### config.mk
export PLATFORM = sky130hd
export DESIGN_NAME = uart_rx
export DESIGN_NICKNAME = d
export VERILOG_FILES = /design/src/rtl/uart_rx.sv
export SDC_FILE = /design/constraint.sdc
export NUM_CORES = 1
export LEC_CHECK = 0
export ABC_AREA = 1
export CORE_UTILIZATION = 55
export CTS_CLUSTER_DIAMETER = 120
export CTS_CLUSTER_SIZE = 20
export DETAILED_ROUTE_END_ITERATION = 8
export DONT_BUFFER_PORTS = 1
export HOLD_SLACK_MARGIN = 0.02
export PLACE_DENSITY = 0.81
export SKIP_CTS_REPAIR_TIMING = 1
export SYNTH_ARGS = -nofsm -noshare
export SYNTH_HDL_FRONTEND = slang
export SYNTH_SLANG_ARGS = --single-unit
### constraint.sdc
create_clock -name baud_clk -period 2 [get_ports baud_clk]
set_clock_uncertainty 0.2 [all_clocks]
set_input_delay 0.5 -clock baud_clk [delete_from_list [all_inputs] [get_ports baud_clk]]
set_output_delay 0.5 -clock baud_clk [all_outputs]
set_load 0.03 [all_outputs]
### src/rtl/uart_rx.sv
// uart_rx: oversampling UART receiver, 8 data bits, optional parity.
// Each bit is sampled once, at its centre, by counting baud_clk cycles.
module uart_rx #(
   parameter int OVERSAMPLE = 16
) (
   input  logic       baud_clk,
   input  logic       rst_n,
   input  logic       rx_en,
   input  logic       n_parity,
   input  logic       ev_parity,
   input  logic       RXD,
   output logic [7:0] rxd_out,
   output logic       rx_ok,
   output logic       parity_err,
   output logic       frame_err
);

   localparam int CW = $clog2(OVERSAMPLE);
   localparam logic [CW-1:0] MID  = CW'(OVERSAMPLE / 2 - 1);
   localparam logic [CW-1:0] LAST = CW'(OVERSAMPLE - 1);

   typedef enum logic [2:0] {
      IDLE,
      START,
      DATA,
      PARITY,
      STOP
   } state_e;

   state_e        state_q, state_d;
   logic [1:0]    sync_q;
   logic          rxs;
   logic          rxs_prev_q;
   logic [CW-1:0] cnt_q, cnt_d;
   logic [2:0]    bit_q, bit_d;
   logic [7:0]    shift_q, shift_d;
   logic          npar_q, npar_d;
   logic          evpar_q, evpar_d;
   logic          perr_q, perr_d;
   logic [7:0]    rxd_q, rxd_d;
   logic          rx_ok_q, rx_ok_d;
   logic          parity_err_q, parity_err_d;
   logic          frame_err_q, frame_err_d;
   logic          fall;
   logic          mid_start;
   logic          mid_bit;

   assign rxs       = sync_q[1];
   assign fall      = rxs_prev_q & ~rxs;
   assign mid_start = (cnt_q == MID);
   assign mid_bit   = (cnt_q == LAST);

   always_ff @(posedge baud_clk or negedge rst_n) begin
      if (!rst_n) begin
         sync_q       <= 2'b11;
         rxs_prev_q   <= 1'b1;
         state_q      <= IDLE;
         cnt_q        <= '0;
         bit_q        <= '0;
         shift_q      <= '0;
         npar_q       <= 1'b1;
         evpar_q      <= 1'b0;
         perr_q       <= 1'b0;
         rxd_q        <= '0;
         rx_ok_q      <= 1'b0;
         parity_err_q <= 1'b0;
         frame_err_q  <= 1'b0;
      end else begin
         sync_q       <= {sync_q[0], RXD};
         rxs_prev_q   <= rxs;
         state_q      <= state_d;
         cnt_q        <= cnt_d;
         bit_q        <= bit_d;
         shift_q      <= shift_d;
         npar_q       <= npar_d;
         evpar_q      <= evpar_d;
         perr_q       <= perr_d;
         rxd_q        <= rxd_d;
         rx_ok_q      <= rx_ok_d;
         parity_err_q <= parity_err_d;
         frame_err_q  <= frame_err_d;
      end
   end

   // Only a 1->0 edge starts a frame, so a line stuck low never retriggers.
   always_comb begin
      state_d = state_q;
      if (!rx_en) begin
         state_d = IDLE;
      end else begin
         unique case (state_q)
            IDLE: begin
               if (fall) state_d = START;
            end
            START: begin
               if (mid_start) state_d = rxs ? IDLE : DATA;
            end
            DATA: begin
               if (mid_bit && bit_q == 3'd7)
                  state_d = npar_q ? STOP : PARITY;
            end
            PARITY: begin
               if (mid_bit) state_d = STOP;
            end
            STOP: begin
               if (mid_bit) state_d = IDLE;
            end
            default: state_d = IDLE;
         endcase
      end
   end

   always_comb begin
      cnt_d   = '0;
      bit_d   = bit_q;
      shift_d = shift_q;
      npar_d  = npar_q;
      evpar_d = evpar_q;
      perr_d  = perr_q;
      if (rx_en) begin
         unique case (state_q)
            START: begin
               cnt_d = cnt_q + 1'b1;
               if (mid_start) begin
                  cnt_d   = '0;
                  bit_d   = '0;
                  npar_d  = n_parity;
                  evpar_d = ev_parity;
                  perr_d  = 1'b0;
               end
            end
            DATA, PARITY, STOP: begin
               cnt_d = mid_bit ? '0 : cnt_q + 1'b1;
               if (state_q == DATA && mid_bit) begin
                  shift_d = {rxs, shift_q[7:1]};
                  bit_d   = bit_q + 1'b1;
               end
               if (state_q == PARITY && mid_bit)
                  perr_d = (rxs != (evpar_q ? ^shift_q : ~^shift_q));
            end
            default: cnt_d = '0;
         endcase
      end
   end

   // Results are loaded only when a frame completes; aborts leave them alone.
   always_comb begin
      rx_ok_d      = 1'b0;
      rxd_d        = rxd_q;
      parity_err_d = parity_err_q;
      frame_err_d  = frame_err_q;
      if (rx_en && state_q == STOP && mid_bit) begin
         rx_ok_d      = 1'b1;
         rxd_d        = shift_q;
         parity_err_d = ~npar_q & perr_q;
         frame_err_d  = ~rxs;
      end
   end

   assign rxd_out    = rxd_q;
   assign rx_ok      = rx_ok_q;
   assign parity_err = parity_err_q;
   assign frame_err  = frame_err_q;

endmodule
==> results.json, run 1 <==
{
  "grt_start_max_net_pins": 36,
  "dp_hpwl_um": 2400,
  "clkPwrFrac_pct": 28.4,
  "yosysUniqueCellTypes": 25,
  "critPathLaunchType": "flip-flop",
  "clk_path_buf_depth": 2,
  "syn_to_final_growth_pct": 9.38,
  "grt_antenna_before_repair": 0,
  "grtUsageTotal_pct": 22.7,
  "routed_via_density": 5.60,
  "irDropWorstVdd_uv": 631,
  "synthAdderAreaFrac_pct": 2.18,
  "path_class": "reg2reg",
  "coreArea_mm2": 0.00285,
  "leakagePower_uw": 0.000949,
  "fillers": 221,
  "critPathSlowestCell": "dfrtp_1",
  "cp_common_cell": "nand2_1",
  "violations": "DRC",
  "yosysTopAreaCellShare_pct": 45.1,
  "p_switching_uw": 625,
  "nets": 225,
  "clkTransAtPathRegs_ns": 0.10,
  "cts_tree": "yes",
  "path_cells": "ha_1 > nand2_1 > inv_1 > nand2_1 > inv_1 > nand2_1 > nand2_1 > nand3_1 > nand2_1 > nand2_1 > nand2_1",
  "cts_buffers": 5,
  "rsz0062_at_grt": "false",
  "ys_ff_latch": 35,
  "dr.pass1.iters": 6,
  "cts_root_buf": "clkbuf_4",
  "clk_latency_ns": 0.34,
  "path_buf_inv": 2,
  "die_width_um": 57.9,
  "cp_data_arrival_time_ns": 1.89,
  "drive_gt1_share_pct": 14.3,
  "grt_pass1_vias": 1316,
  "finalSetupViolCount": 0,
  "ant_nets": 0,
  "synth_area_leaders": "dfrtp_1, nand2_1, dfstp_2",
  "p_per_area_mw_per_mm2": 983,
  "design_power_total_uw": 1850,
  "status": "complete, but fails checks",
  "cts.sinks": 35,
  "synth-xor-area-share_pct": 1.02,
  "synth-simple-area-share_pct": 28.9,
  "yosysWarningCount": 0,
  "ys_seq_area_share_pct": 51.2,
  "syn_inst": 207,
  "max_cap_viol_count": 0,
  "hp-class": "in2reg",
  "dp_cells": 237,
  "worst-path-max-fanout": 6,
  "cp_top_family": "simple AND/OR/NAND/NOR gates",
  "combPwrFrac_pct": 25.2,
  "antenna_cells": 0,
  "syn-num-nets": 216,
  "row_count": 19,
  "swShare_pct": 33.8,
  "wire_per_inst_um": 13.2,
  "yosys.area.top_type": "dfrtp_1",
  "die_area_mm2": 0.00336,
  "dr.first_iter.drc_count": 49,
  "grt_overflow": 0,
  "regToRegSetupSlack_ns": 0.15,
  "fmax_mhz": 541,
  "muxShareOfSynthArea_pct": 0,
  "slew_headroom_pct": 78.0,
  "max_stage_delay_ns": 0.41,
  "num_vias": 1389,
  "required_ns": 2.04,
  "htreeDepth": 2,
  "p_seq_share_pct": 46.4,
  "period_share_pct": 92.5,
  "instances_no_fill": 248,
  "hold_viol_final": 0,
  "chipHeight_um": 57.9,
  "drc": 1,
  "port_buffers": 0,
  "finalMaxSlewViolations": 0,
  "post_synth.cell_area_avg_um2": 8.31,
  "end_kind": "flip-flop",
  "fin_crit_ns": 1.85,
  "finalWeightedCongestion": 0.994,
  "start_util_pct": 60.3,
  "worst-slew-pin-transition_ns": 0.329,
  "synth.cell_area_mm2": 0.00172,
  "synth_compound_gate_area_share_pct": 10.7,
  "tns_ns": 0,
  "intPower_uw": 1220,
  "grt_pass1_wl_um": 5640,
  "synth_top_family_by_area": "simple AND/OR/NAND/NOR gates",
  "finalWirelength_um": 3280,
  "io_pins": 17
}
kinds of logic after synthesis:
kind of cell | Yosys count
compound gates | 30
xor+xnor | 2
fa+ha+maj | 3
buf+inv | 25
flops | 35
simple gates | 112
power groups by stage:
stage               clock [uW]  sequential, uW  combinational (uW)
floorplan                    0             859                 347
CTS                        532             857                 437
detailed placement           0             872                 431
global placement             0             867                 419
global route               558             868                 538
finish                     525             858                 466
path summary, 6_finish.rpt:
check / from / endpoint / cells past startpoint
min reg2reg: sync_q[0] / sync_q[1] / 0
max: cnt_q[0] / state_q[2] / 11
max in group asynchronous: rst_n / npar_q / 2
max reg2reg: cnt_q[0] / state_q[2] / 11
min in group asynchronous: rst_n / rxd_out[2] / 2
min: n_parity / npar_q / 2
registers in the layout, indices dropped and copies added, names as in the netlist, 2 cells and up:
signal	flops
rxd_out	8
state_q	3
sync_q	2
bit_q	3
cnt_q	4
shift_q	8
layout make-up:
| type | instances | area (um^2) | area share, % |
|---|---|---|---|
| Sequential cell | 35 | 881 | 46.8 |
| Clock buffer | 6 | 51.3 | 2.73 |
| Inverter | 23 | 86.3 | 4.59 |
| Tap cell | 31 | 38.8 | 2.06 |
| Timing Repair Buffer | 4 | 47.5 | 2.53 |
| Clock inverter | 2 | 35.0 | 1.86 |
| Multi-Input combinational cell | 147 | 742 | 39.4 |
layout by cell type, fill, tap and decap left out, types with 2 or more instances in the layout:
| cell type | n |
|---|---|
| a21oi_1 | 5 |
| clkbuf_4 | 5 |
| dfrtp_1 | 31 |
| dfstp_2 | 4 |
| dlygate4sd3_1 | 2 |
| ha_1 | 3 |
| inv_1 | 20 |
| inv_2 | 3 |
| nand2_1 | 78 |
| nand3_1 | 10 |
| nand4_1 | 4 |
| nor2_1 | 10 |
| nor3_1 | 3 |
| nor3_4 | 2 |
| o21ai_0 | 14 |
| o21ai_2 | 8 |
per-stage QoR:
stage               worst slack [ns]  cell area, um^2  hold slack (ns)  utilization, %
finish                         0.150             1880           0.0812            66.0
global route                  0.0139             1880           0.0910            66.0
CTS                          0.00284             1840           -0.369            64.4
detailed placement            0.0273             1750          0.00508            61.4
global placement               0.197             1750          0.00503            61.4
floorplan                      0.304             1720          0.00441               -
cell usage after synthesis:
master,instances
or2_1,1
nor3_1,3
nor2_1,10
nand2_2,1
nand4_1,4
nand2_1,78
nor3_2,1
a211oi_1,1
o21ai_0,14
o21ai_1,1
a21oi_1,5
inv_2,3
nor3_4,2
xor2_1,1
a31oi_1,1
nand3_1,11
inv_1,20
xnor2_1,1
ha_1,3
nand3_4,1
o21ai_2,8
dfrtp_1,31
buf_6,1
buf_2,1
dfstp_2,4
worst register-to-register path, cell delays in order, from the launching register on:
cell	delay, ns
dfrtp_1	0.41
ha_1	0.22
nand2_1	0.09
inv_1	0.06
nand2_1	0.20
inv_1	0.13
nand2_1	0.08
nand2_1	0.05
nand3_1	0.12
nand2_1	0.10
nand2_1	0.07
nand2_1	0.05
layer usage:
layer  GRT usage (%)  wire (um)
met1            29.1       1450
met4            6.12         46
met3            6.70        212
met5               0          0
met2            37.6       1580
No activity file was read; power rests on OpenSTA's default activity.
==> run 2, diff against run 1 <==
--- a/config.mk
+++ b/config.mk
@@ -7,6 +7,7 @@
 export LEC_CHECK = 0
 export ABC_AREA = 1
 export CORE_UTILIZATION = 55
+export CTS_BUF_LIST = sky130_fd_sc_hd__clkbuf_16
 export CTS_CLUSTER_DIAMETER = 120
 export CTS_CLUSTER_SIZE = 20
 export DETAILED_ROUTE_END_ITERATION = 8
==> run 2 against run 1 <==
Against the previous run:
- setup slack got worse by 0.019 ns
- flip-flop and latch count unchanged
- critical path depth is the same
- power rose by 18%
- non-clock buffer count stayed put
- global-route usage grew 0.89 points
- die area is the same
- first-iteration DRC count up 61%
- sequential power barely moved
- the flow still finishes with violations (DRC)
- largest power group unchanged
- combinational power is essentially flat
- hold slack gained 0.064 ns
==> results.json, run 2 (synthesized netlist as in run 1, its figures left out) <==
{
  "dr.first_iter.drc_count": 79,
  "whs_ns": 0.145,
  "grt_overflow": 0,
  "cts_buffers": 5,
  "cp_data_arrival_time_ns": 1.84,
  "fmax_mhz": 535,
  "finalWirelength_um": 3340,
  "regArea_um2": 881,
  "antenna_cells": 0,
  "p_per_area_mw_per_mm2": 1110,
  "grtUsageTotal_pct": 23.6,
  "drive_gt1_share_pct": 13.8,
  "cts_tree": "yes",
  "dp_hpwl_um": 2400,
  "max_cap_viol_count": 0,
  "cts_root_buf": "clkbuf_16",
  "critPathLaunchType": "flip-flop",
  "grt_pass1_wl_um": 5800,
  "required_ns": 1.97,
  "cp_common_cell": "nand2_1",
  "routed_via_density": 5.65,
  "max_stage_delay_ns": 0.39,
  "fillers": 215,
  "port_buffers": 0,
  "ant_nets": 0,
  "worst-path-max-fanout": 6,
  "finalWeightedCongestion": 0.994,
  "die_area_mm2": 0.00336,
  "path_class": "reg2reg",
  "clkTransAtPathRegs_ns": 0.05,
  "multiInputGateArea_um2": 742,
  "status": "complete, but fails checks",
  "slew_headroom_pct": 77.9,
  "path_cells": "ha_1 > nand2_1 > inv_1 > nand2_1 > inv_1 > nand2_1 > nand2_1 > nand3_1 > nand2_1 > nand2_1 > nand2_1",
  "final_common_cell": "nand2_1",
  "syn_to_final_growth_pct": 13.9,
  "drc": 1,
  "finalSetupViolCount": 0,
  "io_pins": 17,
  "fin_crit_ns": 1.87,
  "end_kind": "flip-flop",
  "tns_ns": 0,
  "start_util_pct": 60.3,
  "worst-slew-pin-transition_ns": 0.331,
  "hold_viol_final": 0,
  "dp_cells": 237,
  "rsz0062_at_grt": "false",
  "grt_antenna_before_repair": 0,
  "coreArea_mm2": 0.00285,
  "grt_start_max_net_pins": 36,
  "num_vias": 1402,
  "irDropWorstVdd_uv": 674,
  "dr.pass1.iters": 7,
  "leakagePower_uw": 0.000982,
  "grt_pass1_vias": 1345,
  "cts.sinks": 35,
  "instances_no_fill": 248,
  "most-common-layout-cells": "nand2_1, dfrtp_1, inv_1",
  "clk_path_buf_depth": 2,
  "violations": "DRC",
  "nets": 225,
  "critPathSlowestCell": "dfrtp_1",
  "finalMaxSlewViolations": 0,
  "htreeDepth": 2,
  "wire_per_inst_um": 13.5,
  "row_count": 19,
  "chipHeight_um": 57.9,
  "die_width_um": 57.9,
  "hp-class": "in2reg",
  "period_share_pct": 93.4,
  "clk_latency_ns": 0.28
}
## run 2: cell types whose count changed in the layout (fill, tap and decap cells not counted), sizes merged
cell    change
clkinv      +1
clkbuf      -1
## run 2: routing by layer
layer  global-route usage (%)  vias up  wire length, um
met4                     8.50        0               61
li1                         -      680                -
met5                        0        -                0
met2                     37.9       50             1620
met3                     7.37        8              231
met1                     30.0      664             1420
## run 2: worst max-delay path, delay by kind of cell (launching register included)
kind	cells	cell delay (ns)
fa+ha+maj	1	0.22
buf+inv	2	0.18
flops	1	0.39
simple gates	8	0.76
## run 2: power breakdown
group          internal [uW]  total [uW]  switching (uW)
Sequential               784         860            76.7
Combinational            147         466             318
Clock                    580         852             272
Total                   1510        2180             667
## run 2: layout make-up
cell class              count  area share (%)
multi-input cells         147            37.9
well taps                  31            1.98
flip-flops and latches     35            45.0
clock buffers               5            6.39
clock inverters             3            1.98
repair buffers              4            2.43
inverters                  23            4.41
## run 2: through the flow
| stage | cell area, um^2 | utilization, % | worst slack, ns | power [uW] |
|---|---|---|---|---|
| 6_report | 1960 | 68.7 | 0.131 | 2180 |
| 5_1_grt | 1960 | 68.7 | 0.00317 | 2290 |
| 4_1_cts | 1910 | 67.1 | -0.00120 | 2160 |
| 3_5_place_dp | 1750 | 61.4 | 0.0273 | 1300 |
| 3_3_place_gp | 1750 | 61.4 | 0.197 | 1290 |
| 2_1_floorplan | 1720 | - | 0.304 | 1210 |
## run 2: path summary, 6_finish.rpt
path	start	endpoint	slack [ns]	cells after the start
worst max-delay path	cnt_q[0]	state_q[2]	0.13	11
worst min-delay path	n_parity	npar_q	0.14	2
worst max register to register	cnt_q[0]	state_q[2]	0.13	11
worst min register to register	sync_q[0]	sync_q[1]	0.15	0
max in group asynchronous	rst_n	npar_q	0.88	2
min in group asynchronous	rst_n	rxd_out[7]	0.47	2
==> run 3, diff against run 2 <==
--- a/config.mk
+++ b/config.mk
@@ -6,14 +6,14 @@
 export NUM_CORES = 1
 export LEC_CHECK = 0
 export ABC_AREA = 1
-export CORE_UTILIZATION = 55
+export CORE_UTILIZATION = 60
 export CTS_BUF_LIST = sky130_fd_sc_hd__clkbuf_16
 export CTS_CLUSTER_DIAMETER = 120
 export CTS_CLUSTER_SIZE = 20
 export DETAILED_ROUTE_END_ITERATION = 8
 export DONT_BUFFER_PORTS = 1
 export HOLD_SLACK_MARGIN = 0.02
-export PLACE_DENSITY = 0.81
+export PLACE_DENSITY_LB_ADDON = 0.1
 export SKIP_CTS_REPAIR_TIMING = 1
 export SYNTH_ARGS = -nofsm -noshare
 export SYNTH_HDL_FRONTEND = slang
==> run 3 against run 2 <==
Against the previous run:
- the run now ends clean
- final area is 1.0% lower
- hold slack is essentially flat
- die area down 8.1%
- combinational power fell by 2%
- critical path depth stayed put
- register-to-register slack is essentially flat
- count of clock-buffer cells in the layout unchanged
- flip-flop and latch count did not move
- fmax rose by 0.76%
- sequential share of layout area up 0.46 points
- first-iteration DRC count is 33% lower
- largest cell class unchanged
- largest power group unchanged
==> results.json, run 3 (synthesized netlist as in run 1, its figures left out) <==
{
  "coreArea_mm2": 0.00273,
  "routed_via_density": 5.43,
  "irDropWorstVdd_uv": 990,
  "grt_pass1_wl_um": 5590,
  "period_share_pct": 92.7,
  "p_per_area_mw_per_mm2": 1040,
  "start_util_pct": 62.9,
  "dp_hpwl_um": 2260,
  "die_area_mm2": 0.00309,
  "num_vias": 1352,
  "hold_viol_final": 0,
  "slew_headroom_pct": 77.1,
  "cts_buffers": 5,
  "grt_start_max_net_pins": 36,
  "grt_overflow": 0,
  "clk_latency_ns": 0.27,
  "fmax_mhz": 539,
  "grtUsageTotal_pct": 23.9,
  "dr.pass1.iters": 4,
  "cts_root_buf": "clkbuf_16",
  "hp-class": "in2reg",
  "finalMaxSlewViolations": 0,
  "nets": 226,
  "tns_ns": 0,
  "antenna_cells": 0,
  "fin_crit_ns": 1.85,
  "dr.first_iter.drc_count": 53,
  "port_buffers": 0,
  "end_kind": "flip-flop",
  "postPlaceCellArea_mm2": 0.00176,
  "drc": 0,
  "finalWirelength_um": 3170,
  "drive_gt1_share_pct": 13.3,
  "wire_per_inst_um": 12.7,
  "grt_pass1_vias": 1352,
  "fillers": 203,
  "rsz0062_at_grt": "false",
  "worst-slew-pin-transition_ns": 0.342,
  "ant_nets": 0,
  "die_width_um": 55.5,
  "critPathLaunchType": "flip-flop",
  "most-common-layout-cells": "nand2_1, dfrtp_1, inv_1",
  "cp_data_arrival_time_ns": 1.81,
  "io_pins": 17,
  "htreeDepth": 2,
  "status": "complete, no violations",
  "row_count": 19,
  "cts_tree": "yes",
  "clkTransAtPathRegs_ns": 0.05,
  "final_area_mm2": 0.00194,
  "whs_ns": 0.145,
  "grt_antenna_before_repair": 0,
  "finalWeightedCongestion": 0.988,
  "final_common_cell": "nand2_1",
  "leakagePower_uw": 0.000976,
  "max_cap_viol_count": 0,
  "finalSetupViolCount": 0,
  "required_ns": 1.96,
  "syn_to_final_growth_pct": 12.7,
  "worst-path-max-fanout": 6,
  "cts.sinks": 35,
  "chipHeight_um": 55.5,
  "path_class": "reg2reg",
  "clk_path_buf_depth": 2
}
run 3: layer usage:
metal / global-route usage, % / wire length, um / vias to the layer above
met2: 41.3 / 1640 / 29
met3: 7.03 / 125 / 6
met1: 25.6 / 1340 / 635
met5: 0 / 0 / -
li1: - / - / 682
met4: 14.3 / 64 / 0
run 3: final timing paths:
kind / from / endpoint / slack (ns) / cells after the start
worst max register to register: cnt_q[0] / state_q[0] / 0.15 / 11
worst max-delay path: cnt_q[0] / state_q[0] / 0.15 / 11
worst min register to register: sync_q[0] / sync_q[1] / 0.16 / 0
worst min-delay path: n_parity / npar_q / 0.14 / 2
max in group asynchronous: rst_n / sync_q[1] / 0.88 / 2
min in group asynchronous: rst_n / shift_q[3] / 0.48 / 2
run 3: final cells by class:
cell class              instances  area [um^2]  area share (%)
clock buffers                   5          125            6.45
flip-flops and latches         35          881            45.4
inverters                      23         86.3            4.45
multi-input cells             147          742            38.3
repair buffers                  5         55.1            2.84
well taps                      31         38.8            2.00
clock inverters                 3         11.3           0.581
run 3: critical path: stages (launching register included):
cell and delay, ns:
dfrtp_1 0.40, ha_1 0.22, nand2_1 0.09, inv_1 0.05
nand2_1 0.19, inv_1 0.13, nand2_1 0.07, nand2_1 0.05
nand3_1 0.12, nand2_1 0.10, nand2_1 0.06, nand2_1 0.05
run 3: stage by stage:
stage | total power [uW] | worst slack [ns] | utilization (%) | instances
2_1_floorplan | 1210 | 0.304 | - | 207
3_3_place_gp | 1280 | 0.208 | 64.3 | 238
3_5_place_dp | 1300 | 0.0610 | 64.3 | 238
4_1_cts | 2010 | 0.0428 | 69.3 | 246
5_1_grt | 2140 | 0.0191 | 70.9 | 249
6_report | 2020 | 0.145 | 70.9 | 249
run 3: where the power goes:
part / total, uW / switching [uW] / internal, uW
registers: 861 / 76.9 / 784
logic: 459 / 312 / 148
clock network: 700 / 254 / 447
total: 2020 / 642 / 1380
